File: src/rtl/inst_pkg.sv
// Shared types and constants for the instruction sequencing blocks.
package inst_pkg;

   typedef enum logic [0:0] {
      PC_IDLE,
      PC_RUN
   } pc_state_t;

   localparam int unsigned LOOP_MODE_NONE = 0;
   localparam int unsigned LOOP_MODE_1    = 1;
   localparam int unsigned LOOP_MODE_2    = 2;
   localparam int unsigned LOOP_MODE_3    = 3;

endpackage

File: src/rtl/inst_pc_control.sv
// Program-counter sequencer: steps the PC, applies loop-controller jump/done decisions,
// and muxes the instruction-memory address between the PC and a debug address.
module inst_pc_control
   import inst_pkg::*;
#(
   parameter int unsigned InstMemAddrWidth = 32,
   parameter int unsigned LoopNumStates    = 4,
   parameter int unsigned LoopNumWidth     = $clog2(LoopNumStates)
) (
   input  logic                        clk_i,
   input  logic                        rst_ni,
   input  logic                        clr_i,
   input  logic                        start_i,
   input  logic                        stall_i,
   input  logic                        dbg_en_i,
   input  logic [InstMemAddrWidth-1:0] dbg_addr_i,
   input  logic [LoopNumWidth-1:0]     inst_loop_mode_i,
   input  logic [InstMemAddrWidth-1:0] inst_last_addr_i,
   input  logic                        inst_jump_i,
   input  logic [InstMemAddrWidth-1:0] inst_jump_addr_i,
   input  logic                        inst_loop_done_i,
   output logic [InstMemAddrWidth-1:0] inst_pc_o,
   output logic                        inst_en_o,
   output logic [InstMemAddrWidth-1:0] inst_addr_o,
   output logic                        busy_o,
   output logic                        done_o
);

   pc_state_t                   state_q, state_d;
   logic [InstMemAddrWidth-1:0] pc_q, pc_d;
   logic                        done_q, done_d;

   logic no_loops;
   logic advance;
   logic end_cond;

   assign no_loops = (inst_loop_mode_i == LoopNumWidth'(LOOP_MODE_NONE));
   assign advance  = !stall_i && !dbg_en_i;
   // Without loops the program ends at a fixed address; otherwise the loop controller decides.
   assign end_cond = no_loops ? (pc_q == inst_last_addr_i) : inst_loop_done_i;

   always_ff @(posedge clk_i or negedge rst_ni) begin
      if (!rst_ni) begin
         state_q <= PC_IDLE;
         pc_q    <= '0;
         done_q  <= 1'b0;
      end else begin
         state_q <= state_d;
         pc_q    <= pc_d;
         done_q  <= done_d;
      end
   end

   always_comb begin
      state_d = state_q;
      pc_d    = pc_q;
      done_d  = 1'b0;
      if (clr_i) begin
         state_d = PC_IDLE;
         pc_d    = '0;
      end else begin
         unique case (state_q)
            PC_IDLE: begin
               if (start_i && !dbg_en_i) begin
                  state_d = PC_RUN;
                  pc_d    = '0;
               end
            end
            PC_RUN: begin
               if (advance) begin
                  if (end_cond) begin
                     state_d = PC_IDLE;
                     pc_d    = '0;
                     done_d  = 1'b1;
                  end else if (inst_jump_i && !no_loops) begin
                     pc_d = inst_jump_addr_i;
                  end else begin
                     pc_d = pc_q + InstMemAddrWidth'(1);
                  end
               end
            end
            default: begin
               state_d = PC_IDLE;
               pc_d    = '0;
            end
         endcase
      end
   end

   always_comb begin
      inst_pc_o   = pc_q;
      inst_en_o   = (state_q == PC_RUN);
      busy_o      = (state_q == PC_RUN);
      done_o      = done_q;
      inst_addr_o = dbg_en_i ? dbg_addr_i : pc_q;
   end

endmodule

File: config.mk
export PLATFORM = sky130hd
export DESIGN_NAME = inst_pc_control
export DESIGN_NICKNAME = d
export VERILOG_FILES = /design/src/rtl/inst_pkg.sv /design/src/rtl/inst_pc_control.sv
export SDC_FILE = /design/constraint.sdc
export NUM_CORES = 1
export LEC_CHECK = 0
export BUFFER_PORTS_ARGS = -buffer_cell sky130_fd_sc_hd__buf_4
export CAP_MARGIN = 20
export CORE_AREA = 2 2 76 96
export CTS_CLUSTER_DIAMETER = 200
export DETAILED_ROUTE_END_ITERATION = 10
export DIE_AREA = 0 0 78 98
export PLACE_DENSITY_LB_ADDON = 0.12
export SLEW_MARGIN = 20
export SYNTH_ARGS = -nofsm -noshare
export SYNTH_HDL_FRONTEND = slang
export SYNTH_SLANG_ARGS = --single-unit
File: constraint.sdc
create_clock -name clk_i -period 2.2 [get_ports clk_i]
set_input_delay 0.44 -clock clk_i [delete_from_list [all_inputs] [get_ports clk_i]]
set_output_delay 0.44 -clock clk_i [all_outputs]
set_load 0.05 [all_outputs]
Yosys cells after proc, flatten, opt, wreduce, memory -nomap -nowiden

Cells that the tools add are included.

Equal/unequal tests: 3
$add $sub $neg: 1
Mux-type cells: 17
Bitwise gates (word level): 1
Reductions and logical operators: 8

Operators with widths:

| kind                                           | number |
|---|---|
| two-way mux 32 bit                             | 6 |
| case mux 32 bit (2 select lines)               | 1 |
| adder 32 x 1 -> 32 bit (second input constant) | 1 |
| == test 32 bit                                 | 1 |
| two-way mux 1 bit                              | 9 |
| logical AND 1 bit                              | 3 |
| logical NOT 1 bit                              | 3 |
| != test 3 x 2 -> 1 bit (second input constant) | 1 |
| != test 3 bit (second input constant)          | 1 |
| logical NOT 2 bit                              | 1 |
| case mux 1 bit (2 select lines)                | 1 |
| AND reduction 2 bit                            | 1 |
| inverter 1 bit                                 | 1 |

Input bits: 106
Logic and storage cells: 33
Flip-flop bits (word level): 34
Output and inout bits: 67

Logic depth before layout (Yosys ltp)

Gate-level depths: netlist of the first run.

Depth in word-level cells: 8
Depth in mapped cells: 9
Depth with buffers taken out: 7

Least setup slack after synthesis of the first run

Ideal clock, no wire load.

Path type: register to output
Start point: reg pc_q[6], in the netlist inst_pc_o[6]
End point: out inst_addr_o[6]
Setup slack: -261 ps
Arrival: 2021 ps
Stages on the path, launching flop included: 4
Required time: 1760 ps
Buffers on the path: 1
Path through: dfrtp_1 -> buf_2 -> inv_1 -> o21ai_0

Word-level cells in the longest chain between the ends: 1

RTL lines:

| what                   | RTL line              | RTL |
|---|---|---|
| from (decl)            | inst_pc_control.sv:30 | `logic [InstMemAddrWidth-1:0] pc_q, pc_d;` |
| from (signal assigned) | inst_pc_control.sv:49 | `pc_q <= pc_d;` |
| two-way mux 32 bit     | inst_pc_control.sv:95 | `inst_addr_o = dbg_en_i ? dbg_addr_i : pc_q;` |
| to (decl)              | inst_pc_control.sv:24 | `output logic [InstMemAddrWidth-1:0] inst_addr_o,` |

Every way passes these cells.

Worst setup path after layout of the first run

Start point: reg pc_q[11], in the netlist inst_pc_o[11]
End point: reg pc_q[5], in the netlist inst_pc_o[5]

Word-level cells in the longest chain between the ends: 6

RTL lines:

| what                             | RTL line              | RTL |
|---|---|---|
| == test 32 bit                   | inst_pc_control.sv:40 | `assign end_cond = no_loops ? (pc_q == inst_last_addr_i) : inst_loop_done_i;` |
| two-way mux 1 bit                | inst_pc_control.sv:40 |  |
| two-way mux 32 bit               | inst_pc_control.sv:71 | `if (end_cond) begin` |
| two-way mux 32 bit               | inst_pc_control.sv:70 | `if (advance) begin` |
| case mux 32 bit (2 select lines) | inst_pc_control.sv:62 | `unique case (state_q)` |
| two-way mux 32 bit               | inst_pc_control.sv:58 | `if (clr_i) begin` |

Every way passes these cells. The select of a mux whose other input is x is not followed.
A chain may end at the register's enable or synchronous reset.

==> results of run 1 <==
==> cells by family (layout without fill, tap and decap cells) <==
group / count (synthesis) / after routing / synth area share (%)
and+or+nand+nor: 136 / 136 / 24.2
AOI/OAI and AO/OA: 130 / 130 / 26.4
buffers and inverters: 64 / 235 / 8.74
DFF: 34 / 34 / 29.1
xor gates and xnor gates: 32 / 32 / 9.60
muxes: 4 / 4 / 1.50
adders and majority gates: 1 / 1 / 0.429
==> critical path, delay by kind of cell (launching register included) <==
kind            cells  cell delay, ps
compound gates      2             290
flops               1             470
buf+inv             1             230
simple gates        3             670
xor+xnor            1             300
==> state kept, by name (all words and copies together), names as in the netlist <==
signal and count:
inst_pc_o 32, busy_o 1, done_o 1
==> power breakdown <==
group	total, mW	switching, mW	internal (mW)	leakage (nW)
sequential	0.637	0.00752	0.629	0.464
combinational	0.577	0.325	0.252	1.45
clock	0.485	0.232	0.253	0.0482
total	1.70	0.565	1.13	1.96
==> area by class of cell <==
cell class | count | area [µm²] | share of cell area [%]
multi-input cells | 303 | 1820 | 40.6
repair buffers | 194 | 1480 | 33.0
inverters | 33 | 124 | 2.76
flip-flops and latches | 34 | 858 | 19.1
well taps | 90 | 113 | 2.51
clock buffers | 7 | 86.3 | 1.92
clock inverters | 1 | 5.00 | 0.111
==> metal layers <==
layer  vias up  part of all wire [%]  routed length [µm]  track usage, %
li1       1796                     -                   -               -
met1      1743                    38                4230            35.5
met2       210                    49                5540            49.1
met3        38                   8.5                 950            5.91
met4         0                   4.2                 474            15.4
met5         -                     0                   0               0
==> metrics by stage <==
stage / setup TNS [ps] / std cells / utilization [%] / hold WS, ps
floorplan: -1530 / 401 / - / 144
global placement: 0 / 654 / 64.6 / 428
detailed placement: -12.3 / 654 / 64.6 / 426
CTS: 0 / 662 / 65.9 / 122
global route: 0 / 662 / 66.0 / 135
finish: 0 / 662 / 66.0 / 112
==> layout by cell type (no fill, tap or decap), types with 2 or more instances in the layout <==
cell      count
buf_4       192
nand2_1      51
inv_1        33
xnor2_1      31
a31oi_1      28
o22ai_1      28
dfrtp_1      28
o21ai_1      23
a21oi_1      23
nand3_1      18
nor3_1       16
o21ai_0      12
nor2_1       11
nand4_1      10
nor4_1        7
clkbuf_8      6
dfrtp_2       6
o31a_1        5
mux2_2        3
and2_1        3
or3_1         3
o211ai_1      3
nor3_4        2
and4_4        2
a32oi_1       2
a22oi_1       2
nand3_2       2
and4_1        2
or2_1         2
buf_12        2
==> worst max-delay path by stage <==
stage | endpoint | cells after the start | start | slack (ps)
final | inst_pc_o[5] | 7 | inst_pc_o[11] | 100
after global routing | inst_pc_o[8] | 7 | inst_pc_o[11] | 40
after CTS | inst_pc_o[5] | 7 | inst_pc_o[11] | 20
after detailed placement | inst_pc_o[5] | 8 | inst_last_addr_i[11] | -10
after global placement | inst_pc_o[2] | 8 | inst_last_addr_i[11] | 20
after floorplan | inst_addr_o[28] | 3 | dbg_en_i | -170
==> out/summary.txt, run 1 <==
HPWL after detailed placement -> 8.54 mm
Crit path time final -> 2100 ps
Synth area leaders -> dfrtp_1 29%, xnor2_1 9.3%, nand2_1 6.6%
PortBufs -> 172
Share of the synthesized area in the top cell type -> 29.1%
Top-count cell post-synth -> nand2_1
Inserted Diodes -> 0
Worst vdd rail ir drop -> 0.280 mV
Synthesized Nets -> 508
PostCTS Resize Cnt -> 0
Critical path startpoint category -> flip-flop
Worst r2r dst -> inst_pc_o[5]
Register area share after synthesis -> 29.1%
Predominant post-synthesis flop cell -> dfrtp_1
Hold Path Class -> primary input to asynchronous set/reset pin
CTS tree -> built
Worst path slowest cell -> dfrtp_1
Status -> finished, final reports clean
Setup CP Type -> flip-flop to flip-flop
Distinct cells, synth -> 41
Synth Register Bits -> 34
Clk slew on worst S/H paths -> 70 ps
Largest net degree at the start of global routing -> 63
Max-slew violations -> 0
Power Density -> 378 mW/mm²
Synthesized area -> 0.00292 mm²
Fin nets -> 678
Die area -> 0.00764 mm²
RSZ-0062 raised after global routing -> false
Vias per inst -> 5.72
Cells after Synth -> 401
CTS Hold Bufs -> 0
Total congestion overflow -> 0
Drt wl/cell -> 16.9 µm
Async set-reset flop share out of synthesis -> 100%
Initial Util -> 42.9%
Top cells by count, synth -> 51 x nand2_1, 34 x dfrtp_1, 33 x inv_1, 32 x o21ai_0, 31 x xnor2_1
Fillers -> 658
Placed Area -> 0.00439 mm²
Final instance area -> 0.00449 mm²
Total power -> 1.70 mW
Remaining antenna violation count after routing -> 0
Global Route Usage Sum -> 29.4%
Maxcap violations -> 0
PnR worst setup slack -> 103 ps
EDFF count, synth -> 0
Routed vias -> 3787
FMAX -> 477 MHz
Cts bufs inserted -> 5
Final GP Congestion -> 0.894
Finish-stage setup viols -> 0
Die H -> 98 µm
Residual DRC -> 0
R2r startpoint -> inst_pc_o[11]
Crit end category -> flip-flop
Post-CTS Setup Inserts -> 0
CP Max Fanout -> 17
Core area -> 0.00681 mm²
Syn-to-layout area delta -> 53.9%
Share of layout cells above drive strength 1 -> 38.5%
Tightest Pin Transition -> 607 ps
YS warnings -> 0
CP required -> 2360 ps
Die Span X -> 78 µm
Initial antenna violation count -> 0
CTS Sinks -> 34
Syn_area_per_cell -> 7.28 µm²
Worst slack at placement -> -12.3 ps
Critical path cell sequence -> xnor2_1 -> nand4_1 -> nor4_2 -> nand3_1 -> buf_4 -> a31oi_1 -> o22ai_1
Num ports -> 173
Reg-to-reg setup timing slack -> 100 ps
Htree depth -> 2
Clk_skew -> 8.93 ps
Initial DRT Pass Iterations -> 4
Max Buffers Root-to-Sink -> 2
Slew headroom -> 59.5%
Leakage -> 1.96 nW
# rows -> 34
Fin. Hold Viols -> 0
First-pass GRT wire length -> 18.1 mm
Initial DRC Count -> 283
Area leader, netlist -> dfrtp_1
Root Driver -> clkbuf_8
Slowest Stage Delay on Critical Path -> 470 ps
Worst Path Arrival -> 2260 ps
Vias in the first global route -> 3784
Post-Route WL -> 11.2 mm
Reg2Reg Depth -> 7
Fin crit share -> 95.3%
Worst-skew pair later-pin latency -> 280 ps
Note: power is estimated with default switching activity, not from simulation.
==> inputs of run 2 (changes only) <==
CORE_AREA = 2 2 80 101   (was 2 2 76 96)
DIE_AREA = 0 0 82 103   (was 0 0 78 98)
REMOVE_ABC_BUFFERS = 1   (was not set)
clock period = 1.9 ns   (was 2.2 ns; I/O delays follow)
==> run 2 against run 1 <==
The run now ends with negative setup slack left. Wire length rose by 7.3%. Via count rose by 3.5%. Non-clock buffer count rose by 46. Global-route usage fell by 2.7 points. Final area rose by 14%. Sequential power rose by 16%. Register-to-register slack got worse by 220 ps. Clock skew rose by 4.1 ps. Combinational power rose by 22%. Critical path type unchanged. Largest cell class unchanged.
==> out/summary.txt, run 2 (synthesis results as in run 1) <==
Vias per inst -> 5.50 (-3.9%)
First-pass GRT wire length -> 17.5 mm (-3.4%)
Initial DRC Count -> 274 (-3.2%)
Worst path slowest cell -> dfrtp_2
Drt wl/cell -> 16.9 µm (-0.33%)
Power Density -> 447 mW/mm² (+18%)
Critical path startpoint category -> flip-flop
HPWL after detailed placement -> 8.85 mm (+3.6%)
R2r startpoint -> inst_pc_o[10]
Failing checks -> negative setup slack
Leakage -> 2.30 nW (+17%)
CP most frequent cell -> buf_4
FMAX -> 496 MHz (+4.0%)
Hold Path Class -> primary input to asynchronous set/reset pin
Max reg flops -> 32 (unchanged)
Residual DRC -> 0 (unchanged)
Fin crit share -> 106% (+11 points)
CP Max Fanout -> 5 (-12)
Crit end category -> flip-flop
Inserted Diodes -> 0 (unchanged)
CP required -> 2080 ps (-280 ps)
Commonest non-fill, non-tap cell in the layout -> buf_4
Slew headroom -> 68.1% (+8.6 points)
Max-slew violations -> 0 (unchanged)
Worst vdd rail ir drop -> 0.369 mV (+32%)
Fin. Hold Viols -> 0 (unchanged)
Worst-skew pair later-pin latency -> 300 ps (+20 ps)
Die area -> 0.00845 mm² (+10%)
CP delay by family, top -> simple AND/OR/NAND/NOR gates
Crit path time final -> 2020 ps (-79.8 ps)
Tightest Pin Transition -> 478 ps (-129 ps)
Vias in the first global route -> 3577 (-5.5%)
Finish-stage setup viols -> 32 (+32)
Initial antenna violation count -> 0 (unchanged)
Area of the multi-input gates -> 0.00199 mm² (+9.0%)
RSZ-0062 raised after global routing -> true
WP buf/inv -> 2 (+1)
Worst slack at placement -> -178 ps (-166 ps)
Total congestion overflow -> 0 (unchanged)
Maxcap violations -> 0 (unchanged)
Largest net degree at the start of global routing -> 38 (-40%)
Total power -> 2.28 mW (+34%)
Initial Util -> 38.6% (-4.3 points)
Cts bufs inserted -> 5 (unchanged)
Fin nets -> 724 (+6.8%)
WHS -> 29.7 ps (-81.8 ps)
PnR worst setup slack -> -117 ps (-220 ps)
Die Span X -> 82 µm (+5.1%)
Critical path cell sequence -> buf_4 -> xnor2_1 -> nand4_1 -> nor4_4 -> nand3_4 -> buf_4 -> a31oi_1 -> o22ai_1
Htree depth -> 2 (unchanged)
Clk slew on worst S/H paths -> 90 ps (+20 ps)
Root Driver -> clkbuf_8
PortBufs -> 172 (unchanged)
Final GP Congestion -> 0.938 (+5.0%)
# rows -> 36 (+5.9%)
Register Area -> 858 µm² (unchanged)
Share of layout cells above drive strength 1 -> 46.8% (+8.3 points)
Remaining antenna violation count after routing -> 0 (unchanged)
Status -> finished with violations
Most frequent cells in the layout -> 230 x buf_4, 49 x nand2_1, 33 x inv_1
Slowest Stage Delay on Critical Path -> 450 ps (-20 ps)
CTS tree -> built
CTS Sinks -> 34 (unchanged)
Num ports -> 173 (unchanged)
Syn-to-layout area delta -> 75.2%
Die H -> 103 µm (+5.1%)
Global Route Usage Sum -> 26.7% (-2.7 points)
Fillers -> 668 (+1.5%)
Initial DRT Pass Iterations -> 5 (+1)
Worst Path Arrival -> 2200 ps (-60 ps)
CP Launch Point -> inst_pc_o[10]
Clk_skew -> 13.1 ps (+4.15 ps)
Setup CP Type -> flip-flop to flip-flop
Final instance area -> 0.00511 mm² (+14%)
Placed Area -> 0.00473 mm² (+7.7%)
Routed vias -> 3920 (+3.5%)
Core area -> 0.00757 mm² (+11%)
Post-Route WL -> 12.0 mm (+7.3%)
Max Buffers Root-to-Sink -> 2 (unchanged)
run 2: changes by cell type in the layout (fill, tap and decap cells not counted), sizes merged:
cell,before,now
buf,194,240
bufinv,0,2
clkbuf,7,5
run 2: metal layers:
metal	GRT usage, %	vias to the layer above	wire length (µm)
li1	-	1883	-
met1	33.7	1824	4670
met2	46.3	189	6200
met3	4.90	24	924
met4	7.56	0	230
met5	0	-	0
run 2: final timing paths:
check / end / slack, ps / cells past startpoint
hold / removal: inst_pc_o[9] / 30 / 1
hold reg to reg: busy_o / 600 / 1
max in group asynchronous: inst_pc_o[18] / 1500 / 1
min in group clk_i: busy_o / 250 / 2
setup / recovery: inst_pc_o[19] / -120 / 8
setup reg to reg: inst_pc_o[19] / -120 / 8
run 2: where the power goes:
part           internal [mW]  switching (mW)  total, mW
clock network          0.526           0.319      0.845
registers              0.728         0.00750      0.736
logic                  0.317           0.385      0.703
total                   1.57           0.712       2.28
run 2: stage by stage:
stage               setup TNS (ps)  std cells  utilization, %
floorplan                   -45260        370               -
global placement             -4000        699            62.5
detailed placement           -4390        699            62.5
CTS                          -78.9        707            64.9
global route                 -4680        713            67.6
finish                       -1950        713            67.6
run 2: worst reg2reg max path: stages, from the launching register on:
cell and delay (ps):
dfrtp_2 450, buf_4 150, xnor2_1 140, nand4_1 240
nor4_4 270, nand3_4 170, buf_4 200, a31oi_1 170
o22ai_1 110
run 2: repair_timing:
| action | CTS | global route |
|---|---|---|
| hold endpoints to repair | 0 | 0 |
| setup endpoints to repair | 33 | 33 |
| pin swaps | 1 | 11 |
| gates resized for setup | 10 | 33 |
| cloned | 0 | 2 |
| buffers inserted | 0 | 4 |
| hold buffers | 0 | 0 |
run 2: layout make-up:
type                            instances  area share, %
Clock buffer                            5           1.35
Clock inverter                          3           1.35
Inverter                               33           2.42
Multi-Input combinational cell        303           38.9
Sequential cell                        34           16.8
Tap cell                               95           2.32
Timing Repair Buffer                  240           36.9
==> inputs of run 3 (changes only) <==
BUFFER_PORTS_ARGS = -buffer_cell sky130_fd_sc_hd__buf_2   (was -buffer_cell sky130_fd_sc_hd__buf_4)
==> run 3 against run 2 <==
The flow still finishes with violations (negative setup slack). Sequential cell count stayed put. Non-clock buffer count is 2 higher. Critical path type unchanged. Maximum frequency is 1.3% lower. Clock skew is 7.5 ps lower. Cell count is 0.14% higher. Wire length is 1.4% lower. Die area stayed put. Critical endpoint is now inst_pc_o[23]. Sequential power hardly changed. Count of clock-buffer cells in the layout stayed put. Utilization is 4.0 points lower.
==> out/summary.txt, run 3 (synthesis results as in run 1) <==
Status -> finished with violations
Failing checks -> negative setup slack
Share of layout cells above drive strength 1 -> 47.8% (+1.1 points)
Root Driver -> clkbuf_8
Fin. Hold Viols -> 0 (unchanged)
Initial Util -> 38.6% (unchanged)
CTS tree -> built
Critical path startpoint category -> flip-flop
Crit end category -> flip-flop
# rows -> 36 (unchanged)
Residual DRC -> 0 (unchanged)
Num ports -> 173 (unchanged)
Die H -> 103 µm (unchanged)
CTS Hold Bufs -> 0 (unchanged)
Clk_skew -> 5.62 ps (-7.46 ps)
PnR worst setup slack -> -143 ps (-25.6 ps)
Die Span X -> 82 µm (unchanged)
Max Buffers Root-to-Sink -> 2 (unchanged)
Vias in the first global route -> 3635 (+1.6%)
PortBufs -> 172 (unchanged)
Maxcap violations -> 0 (unchanged)
Hold Path Class -> primary input to asynchronous set/reset pin
Initial DRT Pass Iterations -> 4 (-1)
Htree depth -> 2 (unchanged)
Non-filler cells in the finished layout -> 714 (+0.14%)
Setup CP Type -> flip-flop to flip-flop
Total congestion overflow -> 0 (unchanged)
Worst vdd rail ir drop -> 0.253 mV (-31%)
Worst-skew pair later-pin latency -> 300 ps (about the same)
Commonest non-fill, non-tap cell in the layout -> buf_2
Routed vias -> 3969 (+1.3%)
Finish-stage setup viols -> 33 (+3.1%)
Fin nets -> 726 (+0.28%)
CP Max Fanout -> 12 (+7)
Max-slew violations -> 0 (unchanged)
Cts bufs inserted -> 5 (unchanged)
Inst Count DP -> 699 (unchanged)
First-pass GRT wire length -> 17.0 mm (-3.0%)
Syn-to-layout area delta -> 64.9%
Most frequent cells in the layout -> 172 x buf_2, 55 x buf_4, 50 x nand2_1
Power Density -> 399 mW/mm² (-11%)
Tightest Pin Transition -> 469 ps (-8.37 ps)
Vias per inst -> 5.56 (+1.1%)
Worst Path Arrival -> 2210 ps (about the same)
Max reg flops -> 32 (unchanged)
Initial DRC Count -> 269 (-1.8%)
Fin crit share -> 108% (+1.3 points)
Inserted Diodes -> 0 (unchanged)
Die area -> 0.00845 mm² (unchanged)
Initial antenna violation count -> 0 (unchanged)
HPWL after detailed placement -> 8.69 mm (-1.8%)
Slew headroom -> 68.7% (+0.56 points)
CTS Sinks -> 34 (unchanged)
Leakage -> 2.24 nW (-2.6%)
Core area -> 0.00757 mm² (unchanged)
Largest net degree at the start of global routing -> 36 (-5.3%)
Global Route Usage Sum -> 26.2% (-0.48 points)
Final GP Congestion -> 0.894 (-4.7%)
Worst slack at placement -> -239 ps (-61.4 ps)
FMAX -> 490 MHz (-1.3%)
RSZ-0062 raised after global routing -> true
CP required -> 2070 ps (about the same)
Fillers -> 716 (+7.2%)
Crit path time final -> 2040 ps (+25.6 ps)
Drt wl/cell -> 16.6 µm (-1.6%)
Remaining antenna violation count after routing -> 0 (unchanged)
Clk slew on worst S/H paths -> 80 ps (about the same)
Post-Route WL -> 11.9 mm (-1.4%)
==> run 3: cell type report <==
type | instances | area, µm² | area share, %
sequential | 34 | 856 | 17.8
inverter | 33 | 124 | 2.57
tap | 95 | 119 | 2.47
clock inverter | 2 | 10.0 | 0.208
clock buffer | 5 | 68.8 | 1.43
multi-input combinational | 303 | 2090 | 43.5
timing repair buffer | 242 | 1540 | 32.0
==> run 3: per-layer routing <==
metal / global-route usage [%] / share of wire (%)
met4: 11.3 / 3.3
met2: 46.3 / 51
met1: 31.2 / 38
met3: 4.03 / 7.6
met5: 0 / 0
==> run 3: worst max-delay path, stage by stage (launching register included) <==
cell     delay [ps]
dfrtp_1         410
xnor2_1         290
nand4_1         190
nor4_4          330
nand3_4         200
buf_6           200
a31oi_1         170
o22ai_1         110
==> run 3: worst paths after layout <==
check,slack [ps],start,depth (start not counted),to
setup / recovery,-140,inst_pc_o[0],7,inst_pc_o[23]
hold / removal,30,rst_ni,1,inst_pc_o[9]
setup reg to reg,-140,inst_pc_o[0],7,inst_pc_o[23]
hold reg to reg,600,busy_o,1,busy_o
max in group asynchronous,1380,rst_ni,2,inst_pc_o[22]
min in group clk_i,270,clr_i,2,busy_o
==> run 3: stage by stage <==
stage	hold slack [ps]	power (mW)	cell area, µm²	setup TNS [ps]	util, %
after floorplan	84.4	1.07	2790	-45260	-
after CTS	36.9	1.88	4530	-982	59.9
after detailed placement	352	1.35	4330	-6360	57.2
after global routing	38.5	2.00	4810	-4200	63.6
final	28.8	1.92	4810	-2450	63.6
after global placement	347	1.35	4330	-5480	57.2
==> run 3: power by group <==
group	leakage [nW]	internal, mW	switching (mW)
Sequential	0.467	0.728	0.00705
Combinational	1.73	0.248	0.394
Clock	0.0438	0.247	0.296
Total	2.24	1.22	0.697
==> run 3: timing repair <==
item,4_1_cts,5_1_grt
setup endpoints to repair,34,34
buffers inserted,3,3
resized for setup,18,34
pin swaps,5,5
cloned,1,1
